## src/rtl/jtag_tap_driver_if.sv

```systemverilog
// Request/response and JTAG pin bundle between a sequencer client, jtag_tap_driver and the TAP.
// The master side is the client/TAP model; the slave side is the driver itself.
interface jtag_tap_driver_if #(
  parameter int unsigned IR_WIDTH = 6,
  parameter int unsigned DR_MAX   = 64
);
  logic                start;
  logic                tap_rst;
  logic [IR_WIDTH-1:0] instr;
  logic [6:0]          dr_len;
  logic [DR_MAX-1:0]   dr_in;
  logic [DR_MAX-1:0]   dr_out;
  logic                busy;
  logic                done;
  logic                tck;
  logic                tms;
  logic                tdi;
  logic                tdo;

  modport master (
    output start, tap_rst, instr, dr_len, dr_in, tdo,
    input  dr_out, busy, done, tck, tms, tdi
  );

  modport slave (
    input  start, tap_rst, instr, dr_len, dr_in, tdo,
    output dr_out, busy, done, tck, tms, tdi
  );
endinterface

```

## src/rtl/jtag_tap_driver.sv

```systemverilog
// JTAG master for the slow-control TAP: optional Test-Logic-Reset, IR write, optional DR shift,
// ending in Run-Test/Idle with captured TDO bits in dr_out.
module jtag_tap_driver #(
  parameter int unsigned IR_WIDTH = 6,
  parameter int unsigned DR_MAX   = 64,
  parameter int unsigned DIV      = 4
) (
  input  logic               clk,
  input  logic               rst,
  jtag_tap_driver_if.slave   bus
);
  localparam int unsigned DIV_W = (DIV > 1) ? $clog2(DIV) : 1;
  localparam int unsigned LEN_W = 7;

  typedef enum logic [3:0] {
    IDLE, TLR, IR_HDR, SHIFT_IR, IR_TRL, DR_HDR, SHIFT_DR, DR_TRL, FINISH
  } state_e;

  state_e              state_q, state_d;
  logic [LEN_W-1:0]    cnt_q, cnt_d;
  logic [DIV_W-1:0]    div_q, div_d;
  logic                tck_q, tck_d, tms_q, tms_d, tdi_q, tdi_d;
  logic                busy_q, busy_d, done_q, done_d;
  logic                pend_q, pend_d, go_q, go_d, tap_rst_q, tap_rst_d;
  logic [IR_WIDTH-1:0] instr_q, instr_d;
  logic [LEN_W-1:0]    len_q, len_d;
  logic [DR_MAX-1:0]   dr_in_q, dr_in_d, dr_out_q, dr_out_d;
  state_e              first, nxt;
  logic [LEN_W-1:0]    nxt_cnt;
  logic                tick;

  // Index of the final TCK period spent in each state.
  function automatic logic [LEN_W-1:0] last_cnt(state_e s, logic [LEN_W-1:0] len);
    case (s)
      TLR:      return LEN_W'(5);
      IR_HDR:   return LEN_W'(3);
      SHIFT_IR: return LEN_W'(IR_WIDTH - 1);
      IR_TRL:   return LEN_W'(1);
      DR_HDR:   return LEN_W'(2);
      SHIFT_DR: return len - LEN_W'(1);
      DR_TRL:   return LEN_W'(1);
      default:  return '0;
    endcase
  endfunction

  function automatic state_e next_state(state_e s, logic [LEN_W-1:0] len);
    case (s)
      TLR:      return IR_HDR;
      IR_HDR:   return SHIFT_IR;
      SHIFT_IR: return IR_TRL;
      IR_TRL:   return (len == '0) ? FINISH : DR_HDR;
      DR_HDR:   return SHIFT_DR;
      SHIFT_DR: return DR_TRL;
      default:  return FINISH;
    endcase
  endfunction

  function automatic logic tms_of(state_e s, logic [LEN_W-1:0] cnt, logic [LEN_W-1:0] len);
    case (s)
      TLR:      return cnt != LEN_W'(5);
      IR_HDR:   return cnt < LEN_W'(2);
      SHIFT_IR: return cnt == LEN_W'(IR_WIDTH - 1);
      SHIFT_DR: return cnt == len - LEN_W'(1);
      IR_TRL, DR_HDR, DR_TRL: return cnt == '0;
      default:  return 1'b0;
    endcase
  endfunction

  function automatic logic tdi_of(state_e s, logic [LEN_W-1:0] cnt,
                                  logic [IR_WIDTH-1:0] ir, logic [DR_MAX-1:0] dr);
    logic [IR_WIDTH-1:0] ir_sh;
    logic [DR_MAX-1:0]   dr_sh;
    ir_sh = ir >> cnt;
    dr_sh = dr >> cnt;
    case (s)
      SHIFT_IR: return ir_sh[0];
      SHIFT_DR: return dr_sh[0];
      default:  return 1'b0;
    endcase
  endfunction

  always_comb begin
    state_d   = state_q;
    cnt_d     = cnt_q;
    div_d     = div_q;
    tck_d     = tck_q;
    tms_d     = tms_q;
    tdi_d     = tdi_q;
    busy_d    = busy_q;
    done_d    = 1'b0;
    pend_d    = pend_q;
    go_d      = 1'b0;
    tap_rst_d = tap_rst_q;
    instr_d   = instr_q;
    len_d     = len_q;
    dr_in_d   = dr_in_q;
    dr_out_d  = dr_out_q;
    first     = (pend_q || tap_rst_q) ? TLR : IR_HDR;
    nxt       = state_q;
    nxt_cnt   = cnt_q + LEN_W'(1);
    tick      = (div_q == DIV_W'(DIV - 1));

    if (state_q == IDLE || state_q == FINISH) begin
      state_d = IDLE;
      if (go_q) begin
        // First TCK low phase starts here; neither opening state shifts data.
        state_d = first;
        cnt_d   = '0;
        div_d   = '0;
        tck_d   = 1'b0;
        busy_d  = 1'b1;
        pend_d  = 1'b0;
        tms_d   = tms_of(first, '0, len_q);
        tdi_d   = 1'b0;
      end else if (bus.start) begin
        go_d      = 1'b1;
        tap_rst_d = bus.tap_rst;
        instr_d   = bus.instr;
        len_d     = (bus.dr_len > LEN_W'(DR_MAX)) ? LEN_W'(DR_MAX) : bus.dr_len;
        dr_in_d   = bus.dr_in;
        dr_out_d  = '0;
      end
    end else if (!tick) begin
      div_d = div_q + DIV_W'(1);
    end else begin
      div_d = '0;
      if (!tck_q) begin
        tck_d = 1'b1;
        if (state_q == SHIFT_DR && bus.tdo)
          dr_out_d = dr_out_q | (DR_MAX'(1) << cnt_q);
      end else begin
        if (cnt_q == last_cnt(state_q, len_q)) begin
          nxt     = next_state(state_q, len_q);
          nxt_cnt = '0;
        end
        tck_d   = 1'b0;
        state_d = nxt;
        cnt_d   = nxt_cnt;
        if (nxt == FINISH) begin
          busy_d = 1'b0;
          done_d = 1'b1;
          tms_d  = 1'b0;
          tdi_d  = 1'b0;
        end else begin
          tms_d = tms_of(nxt, nxt_cnt, len_q);
          tdi_d = tdi_of(nxt, nxt_cnt, instr_q, dr_in_q);
        end
      end
    end
  end

  always_ff @(posedge clk or posedge rst) begin
    if (rst) begin
      state_q   <= IDLE;
      cnt_q     <= '0;
      div_q     <= '0;
      tck_q     <= 1'b0;
      tms_q     <= 1'b1;
      tdi_q     <= 1'b0;
      busy_q    <= 1'b0;
      done_q    <= 1'b0;
      pend_q    <= 1'b1;
      go_q      <= 1'b0;
      tap_rst_q <= 1'b0;
      instr_q   <= '0;
      len_q     <= '0;
      dr_in_q   <= '0;
      dr_out_q  <= '0;
    end else begin
      state_q   <= state_d;
      cnt_q     <= cnt_d;
      div_q     <= div_d;
      tck_q     <= tck_d;
      tms_q     <= tms_d;
      tdi_q     <= tdi_d;
      busy_q    <= busy_d;
      done_q    <= done_d;
      pend_q    <= pend_d;
      go_q      <= go_d;
      tap_rst_q <= tap_rst_d;
      instr_q   <= instr_d;
      len_q     <= len_d;
      dr_in_q   <= dr_in_d;
      dr_out_q  <= dr_out_d;
    end
  end

  assign bus.tck    = tck_q;
  assign bus.tms    = tms_q;
  assign bus.tdi    = tdi_q;
  assign bus.busy   = busy_q;
  assign bus.done   = done_q;
  assign bus.dr_out = dr_out_q;
endmodule

```

## src/flat_wrapper.sv

```systemverilog
// flat-port wrapper written by rule: the top's interface ports become plain ports
module jtag_tap_driver_flat 
#(
  parameter int unsigned IR_WIDTH = 6,
  parameter int unsigned DR_MAX   = 64,
  parameter int unsigned DIV      = 4
)
  (clk, rst, bus_start, bus_tap_rst, bus_instr, bus_dr_len, bus_dr_in, bus_tdo, bus_dr_out, bus_busy, bus_done, bus_tck, bus_tms, bus_tdi);
  jtag_tap_driver_if #(.IR_WIDTH(IR_WIDTH), .DR_MAX(DR_MAX)) bus_i ();
  input  logic clk;
  input  logic rst;
  input wire logic [$bits(bus_i.start)-1:0] bus_start;
  input wire logic [$bits(bus_i.tap_rst)-1:0] bus_tap_rst;
  input wire logic [$bits(bus_i.instr)-1:0] bus_instr;
  input wire logic [$bits(bus_i.dr_len)-1:0] bus_dr_len;
  input wire logic [$bits(bus_i.dr_in)-1:0] bus_dr_in;
  input wire logic [$bits(bus_i.tdo)-1:0] bus_tdo;
  output wire logic [$bits(bus_i.dr_out)-1:0] bus_dr_out;
  output wire logic [$bits(bus_i.busy)-1:0] bus_busy;
  output wire logic [$bits(bus_i.done)-1:0] bus_done;
  output wire logic [$bits(bus_i.tck)-1:0] bus_tck;
  output wire logic [$bits(bus_i.tms)-1:0] bus_tms;
  output wire logic [$bits(bus_i.tdi)-1:0] bus_tdi;
  assign bus_i.start = bus_start;
  assign bus_i.tap_rst = bus_tap_rst;
  assign bus_i.instr = bus_instr;
  assign bus_i.dr_len = bus_dr_len;
  assign bus_i.dr_in = bus_dr_in;
  assign bus_i.tdo = bus_tdo;
  assign bus_dr_out = bus_i.dr_out;
  assign bus_busy = bus_i.busy;
  assign bus_done = bus_i.done;
  assign bus_tck = bus_i.tck;
  assign bus_tms = bus_i.tms;
  assign bus_tdi = bus_i.tdi;
  jtag_tap_driver #(.IR_WIDTH(IR_WIDTH), .DR_MAX(DR_MAX), .DIV(DIV)) u_core (.clk(clk), .rst(rst), .bus(bus_i));
endmodule
```

## config.mk

```make
export PLATFORM = sky130hd
export DESIGN_NAME = jtag_tap_driver_flat
export DESIGN_NICKNAME = d
export VERILOG_FILES = /design/src/rtl/jtag_tap_driver_if.sv /design/src/rtl/jtag_tap_driver.sv /design/src/flat_wrapper.sv
export SDC_FILE = /design/constraint.sdc
export NUM_CORES = 1
export LEC_CHECK = 0
export ABC_AREA = 1
export BUFFER_PORTS_ARGS = -buffer_cell sky130_fd_sc_hd__buf_2
export CORE_MARGIN = 2
export CORE_UTILIZATION = 35
export CTS_CLUSTER_SIZE = 8
export DETAILED_ROUTE_END_ITERATION = 10
export GPL_TIMING_DRIVEN = 0
export PLACE_DENSITY_LB_ADDON = 0.15
export RECOVER_POWER = 100
export SLEW_MARGIN = 20
export SYNTH_ARGS = -nofsm -noshare
export SYNTH_HDL_FRONTEND = slang
export SYNTH_SLANG_ARGS = --single-unit
```

## constraint.sdc

```tcl
create_clock -name clk -period 5 [get_ports clk]
set_input_delay 1 -clock clk [delete_from_list [all_inputs] [get_ports clk]]
set_output_delay 1 -clock clk [all_outputs]
set_load 0.01 [all_outputs]
```

==> impl_metrics.tcl, run 1 <==
set metrics [dict create \
    grt_pass1_vias 7421 \
    floorplan.initialDensity_pct 35.6 \
    multi_input_area_um2 3260 \
    worst_setup_path_start_kind "flip-flop" \
    status "complete, but fails checks" \
    gp_congestion 0.886 \
    synth_cell_types 35 \
    finalSetupTns_ns 0 \
    htreeDepth 4 \
    design_area_um2 9610 \
    violations "max-capacitance violations, max-slew violations" \
    ys_seq_area_share_pct 50.5 \
    ctsResizeCount 0 \
    setup_viol 0 \
    routed_wl_um 24600 \
    path_clk_slew_ns 0.06 \
    syn_area_um2 8030 \
    timing.rr.end "u_core.bus.tdi$_DFFE_PP0P_" \
    yosys.area.top_type "dfrtp_1" \
    cp_max_fo 10 \
    syn_nets 1131 \
    fin_crit_sh_pct 83.5 \
    die_h_um 156 \
    cts_tree "built" \
    dieArea_um2 24200 \
    cts_setup_buffers 0 \
    clock.fmax_ghz 0.239 \
    total_power_uw 5830 \
    cp-startpoint "u_core.len_q[0]$_DFFE_PP0P_" \
    drtIter0Drc 458 \
    worstPathRequired_ns 5.31 \
    max_slew_margin_pct -16.4 \
    drive_gt1_share_pct 11.9 \
    fp.dieW_um 156 \
    clockBufferDepth 2 \
    clock_latency_ns 0.44 \
    final_common_cell "nand2_1" \
    cts_made_buffers 17 \
    num_vias 7460 \
    yosys_warnings 0 \
    antenna_cells 0 \
    r2r_start "u_core.len_q[0]$_DFFE_PP0P_" \
    drt_pre_antenna_iters 5 \
    final-hold-violation-count 0 \
    cts-hold-fix-buffers 0 \
    critPathKind "reg2reg" \
    max-vdd-ir-drop_mv 0.243 \
    hp-class "reg2reg" \
    endpoint "u_core.bus.tdi$_DFFE_PP0P_" \
    coreArea_um2 22600 \
    final_cell_mix "nand2_1, dfrtp_1, inv_1" \
    maxSlewViolCount 65 \
    area_growth_pct 19.6 \
    drv_cap 2 \
    hpwl_um 18400 \
    r2r_slack_ns 0.82 \
    rsz0062_at_grt "no" \
    leakagePower_uw 0.00476 \
    endpoint_kind "flip-flop" \
    rr_worst_depth 20 \
    num_io_pins 151 \
    grt_max_degree 34 \
    antenna_found_initial 0 \
    wire_per_inst_um 16.3 \
    detail-route-antenna-nets 0 \
    grt-ovfl-total 0 \
    rows 55 \
    skew_ns 0.0109 \
    gr-usage-all-layers_pct 21.3 \
    fill_cells 2412 \
    finalCriticalPeriod_ns 4.18 \
    syn_avg_cell_area_um2 7.72 \
    nets 1306 \
    regArea_um2 4060 \
    ys_top_cells_by_area "dfrtp_1, nand2_1, nand3_1" \
    vias_per_cell 4.93 \
    placed_area_um2 9270 \
    placement.io_buffers 150 \
    synthCells 1040 \
    yosysTopAreaCellShare_pct 49.8 \
    cts-root-buf "clkbuf_16" \
    numClockSinks 162 \
    tightest_slew_ns 1.75 \
    power.density_nw_per_um2 606 \
    grt_pass1_wl_um 39800 \
    drc 0 \
    cp.arrival_ns 4.49 \
    ys_ff_latch 162 \
]
## cells in the mapped netlist (all sizes together)
library cell / count
nand4: 9
a21oi: 79
nor4: 2
nor3: 22
o221ai: 2
ha: 9
clkinv: 3
nand3: 84
o22ai: 10
o21ai: 66
o31ai: 1
a22o: 2
buf: 20
clkbuf: 26
o311ai: 1
o211ai: 7
dfstp: 2
dfrtp: 160
nand2: 300
inv: 119
xor2: 4
nor2: 111
a41oi: 1
## logic make-up (layout without fill, tap and decap cells)
family,after synthesis,count (layout),share of synthesized area [%]
fa+ha+maj,9,9,1.40
buf+inv,168,356,8.46
flops,162,162,50.5
simple gates,528,528,28.0
xor+xnor,4,4,0.436
compound gates,169,169,11.2
## final cells by class
class / instances / area share [%]
Clock buffer: 19 / 4.71
Inverter: 122 / 4.79
Multi-Input combinational cell: 710 / 33.9
Buffer: 46 / 2.21
Clock inverter: 13 / 1.03
Timing Repair Buffer: 156 / 7.41
Sequential cell: 162 / 42.2
Tap cell: 285 / 3.71
## critical path, stage by stage, from the launching register on
cell and delay [ns]:
dfrtp_1 0.39, inv_1 0.28, ha_1 0.32, xor2_1 0.34
nand2_2 0.10, nand3_1 0.09, nand2_1 0.06, nand2_1 0.06
nor2_1 0.09, nand2_1 0.33, inv_1 0.13, nor2_1 0.67
nor2_1 0.38, o211ai_1 0.18, nand3_1 0.10, nand2_1 0.07
nand2_1 0.08, a21oi_1 0.13, nand2_1 0.08, nand2_1 0.12
nand2_1 0.07
## worst min-delay path by stage
stage / from / end / slack (ns) / cells past startpoint
after global placement: u_core.pend_q$_DFFE_PP1P_ / u_core.pend_q$_DFFE_PP1P_ / 0.44 / 2
after global routing: u_core.dr_in_q[27]$_DFFE_PP0P_ / u_core.dr_in_q[27]$_DFFE_PP0P_ / 0.49 / 2
after floorplan: u_core.pend_q$_DFFE_PP1P_ / u_core.pend_q$_DFFE_PP1P_ / 0.43 / 2
final: u_core.pend_q$_DFFE_PP1P_ / u_core.pend_q$_DFFE_PP1P_ / 0.45 / 2
after CTS: u_core.pend_q$_DFFE_PP1P_ / u_core.pend_q$_DFFE_PP1P_ / 0.45 / 2
after detailed placement: u_core.pend_q$_DFFE_PP1P_ / u_core.pend_q$_DFFE_PP1P_ / 0.44 / 2
## sequential cells by signal (all words and copies together) (netlist names)
signal,count
u_core.len_q,7
u_core.bus.tms,1
u_core.cnt_q,7
u_core.tap_rst_q,1
u_core.bus.tdi,1
u_core.bus.dr_out,64
u_core.div_q,2
u_core.instr_q,6
u_core.state_q,4
u_core.dr_in_q,64
u_core.bus.done,1
u_core.bus.tck,1
u_core.pend_q,1
u_core.go_q,1
u_core.bus.busy,1
## power breakdown
group	internal [uW]	total (uW)	switching [uW]
Combinational	831	2750	1910
Sequential	1660	1830	173
Clock	668	1250	580
Total	3160	5830	2670
## per-layer routing
metal | wire length [um] | vias to the layer above | part of all wire, % | track usage (%)
met1 | 12000 | 3566 | 49 | 30.6
li1 | - | 3680 | - | -
met2 | 11100 | 190 | 45 | 33.0
met3 | 1180 | 24 | 4.8 | 3.93
met4 | 382 | 0 | 1.6 | 6.25
met5 | 0 | - | 0 | 0
## per-stage QoR
step,setup slack [ns],hold slack (ns),util (%),std cells
final,0.823,0.450,42.6,1513
after global routing,0.518,0.494,42.6,1513
after CTS,1.30,0.453,43.5,1513
after detailed placement,1.33,0.442,41.1,1481
after global placement,0.777,0.441,40.5,1475
after floorplan,1.94,0.432,-,1040
No activity file was read; power rests on OpenSTA's default activity.
==> run 2: changes to the inputs <==
clock period = 4.2 ns   (was 5 ns; I/O delays follow)
==> impl_metrics.tcl, run 2 (synthesis gave the netlist of run 1 again) <==
set metrics [dict create \
    cts_tree "built" \
    power.density_nw_per_um2 726 \
    clockBufferDepth 2 \
    total_power_uw 6970 \
    fill_cells 2411 \
    floorplan.initialDensity_pct 35.6 \
    wire_per_inst_um 16.3 \
    worstPathRequired_ns 4.51 \
    drtIter0Drc 443 \
    path_clk_slew_ns 0.07 \
    skew_ns 0.0115 \
    violations "max-capacitance violations, max-slew violations" \
    leakagePower_uw 0.00476 \
    grt_pass1_wl_um 39800 \
    gp_congestion 0.886 \
    crit_top_cell "nand2_1" \
    critPathSlowestCell "nor2_1" \
    num_io_pins 151 \
    numClockSinks 162 \
    max-vdd-ir-drop_mv 0.290 \
    die_h_um 156 \
    final_common_cell "nand2_1" \
    cp.arrival_ns 4.11 \
    drt_pre_antenna_iters 5 \
    drive_gt1_share_pct 12.1 \
    maxSlewViolCount 65 \
    fin_ws_ns 0.400 \
    num_vias 7439 \
    cp_max_fo 10 \
    status "complete, but fails checks" \
    final_cell_mix "nand2_1, dfrtp_1, inv_1" \
    critPathKind "reg2reg" \
    coreArea_um2 22600 \
    grt_pass1_vias 7421 \
    gr-usage-all-layers_pct 21.3 \
    hp-class "in2async" \
    path_delay_family "simple AND/OR/NAND/NOR gates" \
    path_cells "inv_2 -> ha_1 -> xor2_1 -> nand2_2 -> nand3_1 -> nand2_1 -> nand2_1 -> nor2_4 -> nand2_4 -> inv_1 -> nor2_1 -> nor2_1 -> o211ai_1 -> nand3_1 -> nand2_1 -> nand2_1 -> a21oi_1 -> nand2_1 -> nand2_1 -> nand2_1" \
    tightest_slew_ns 1.74 \
    area_growth_pct 19.5 \
    detail-route-antenna-nets 0 \
    cts-hold-fix-buffers 0 \
    clock.fmax_ghz 0.263 \
    htreeDepth 4 \
    fin_crit_sh_pct 90.5 \
    cts_setup_buffers 0 \
    rows 55 \
    fp.dieW_um 156 \
    routed_wl_um 24600 \
    grt_max_degree 34 \
    holdWs_ns 0.426 \
    dp_slack_ns 0.531 \
    antenna_cells 0 \
    dieArea_um2 24200 \
    clock_latency_ns 0.44 \
    critPathBufInv 2 \
    endpoint_kind "flip-flop" \
    setup_viol 0 \
    placement.io_buffers 150 \
    nets 1306 \
    finalCriticalPeriod_ns 3.80 \
    final-hold-violation-count 0 \
    cts-root-buf "clkbuf_16" \
    max_slew_margin_pct -16.1 \
    vias_per_cell 4.92 \
    hpwl_um 18400 \
    drc 0 \
    antenna_found_initial 0 \
    drv_cap 2 \
    grt-ovfl-total 0 \
    cts_made_buffers 17 \
    cp_slowest_stage_delay_ns 0.64 \
    rsz0062_at_grt "no" \
    ctsResizeCount 0 \
    finalSetupTns_ns 0 \
    worst_setup_path_start_kind "flip-flop" \
]
run 2: area by class of cell:
type,count,area (um2),share of cell area [%]
clock inverters,13,98.8,1.03
repair buffers,156,689,7.18
clock buffers,19,453,4.72
inverters,122,460,4.80
well taps,285,357,3.71
flip-flops and latches,162,4060,42.2
multi-input cells,710,3280,34.1
plain buffers,46,211,2.20
run 2: power breakdown:
part	leakage (uW)	switching, uW	internal [uW]	total [uW]
registers	0.00212	206	1980	2180
clock network	0.000267	691	795	1490
logic	0.00237	2300	998	3300
run 2: final timing paths:
| check | from | end | slack (ns) | cells past startpoint |
|---|---|---|---|---|
| worst max-delay path | u_core.len_q[0]$_DFFE_PP0P_ | u_core.bus.tdi$_DFFE_PP0P_ | 0.40 | 20 |
| min in group clk | u_core.pend_q$_DFFE_PP1P_ | u_core.pend_q$_DFFE_PP1P_ | 0.45 | 2 |
| max in group asynchronous | rst | u_core.bus.dr_out[56]$_DFFE_PP0P_ | 0.75 | 5 |
| worst min-delay path | rst | u_core.dr_in_q[60]$_DFFE_PP0P_ | 0.43 | 2 |
| worst min register to register | u_core.pend_q$_DFFE_PP1P_ | u_core.pend_q$_DFFE_PP1P_ | 0.45 | 2 |
| worst max register to register | u_core.len_q[0]$_DFFE_PP0P_ | u_core.bus.tdi$_DFFE_PP0P_ | 0.40 | 20 |
run 2: routing by layer:
layer | global-route usage [%] | up-vias | wire, um
met1 | 30.6 | 3556 | 12000
li1 | - | 3683 | -
met5 | 0 | - | 0
met2 | 33.0 | 178 | 11100
met4 | 6.25 | 0 | 379
met3 | 3.93 | 22 | 1100
run 2: through the flow:
stage | utilization (%) | instances | instance area (um2)
after global placement | 40.5 | 1475 | 9150
after floorplan | - | 1040 | 8040
after detailed placement | 41.1 | 1481 | 9270
after CTS | 43.5 | 1513 | 9820
final | 42.5 | 1513 | 9600
after global routing | 42.5 | 1513 | 9600
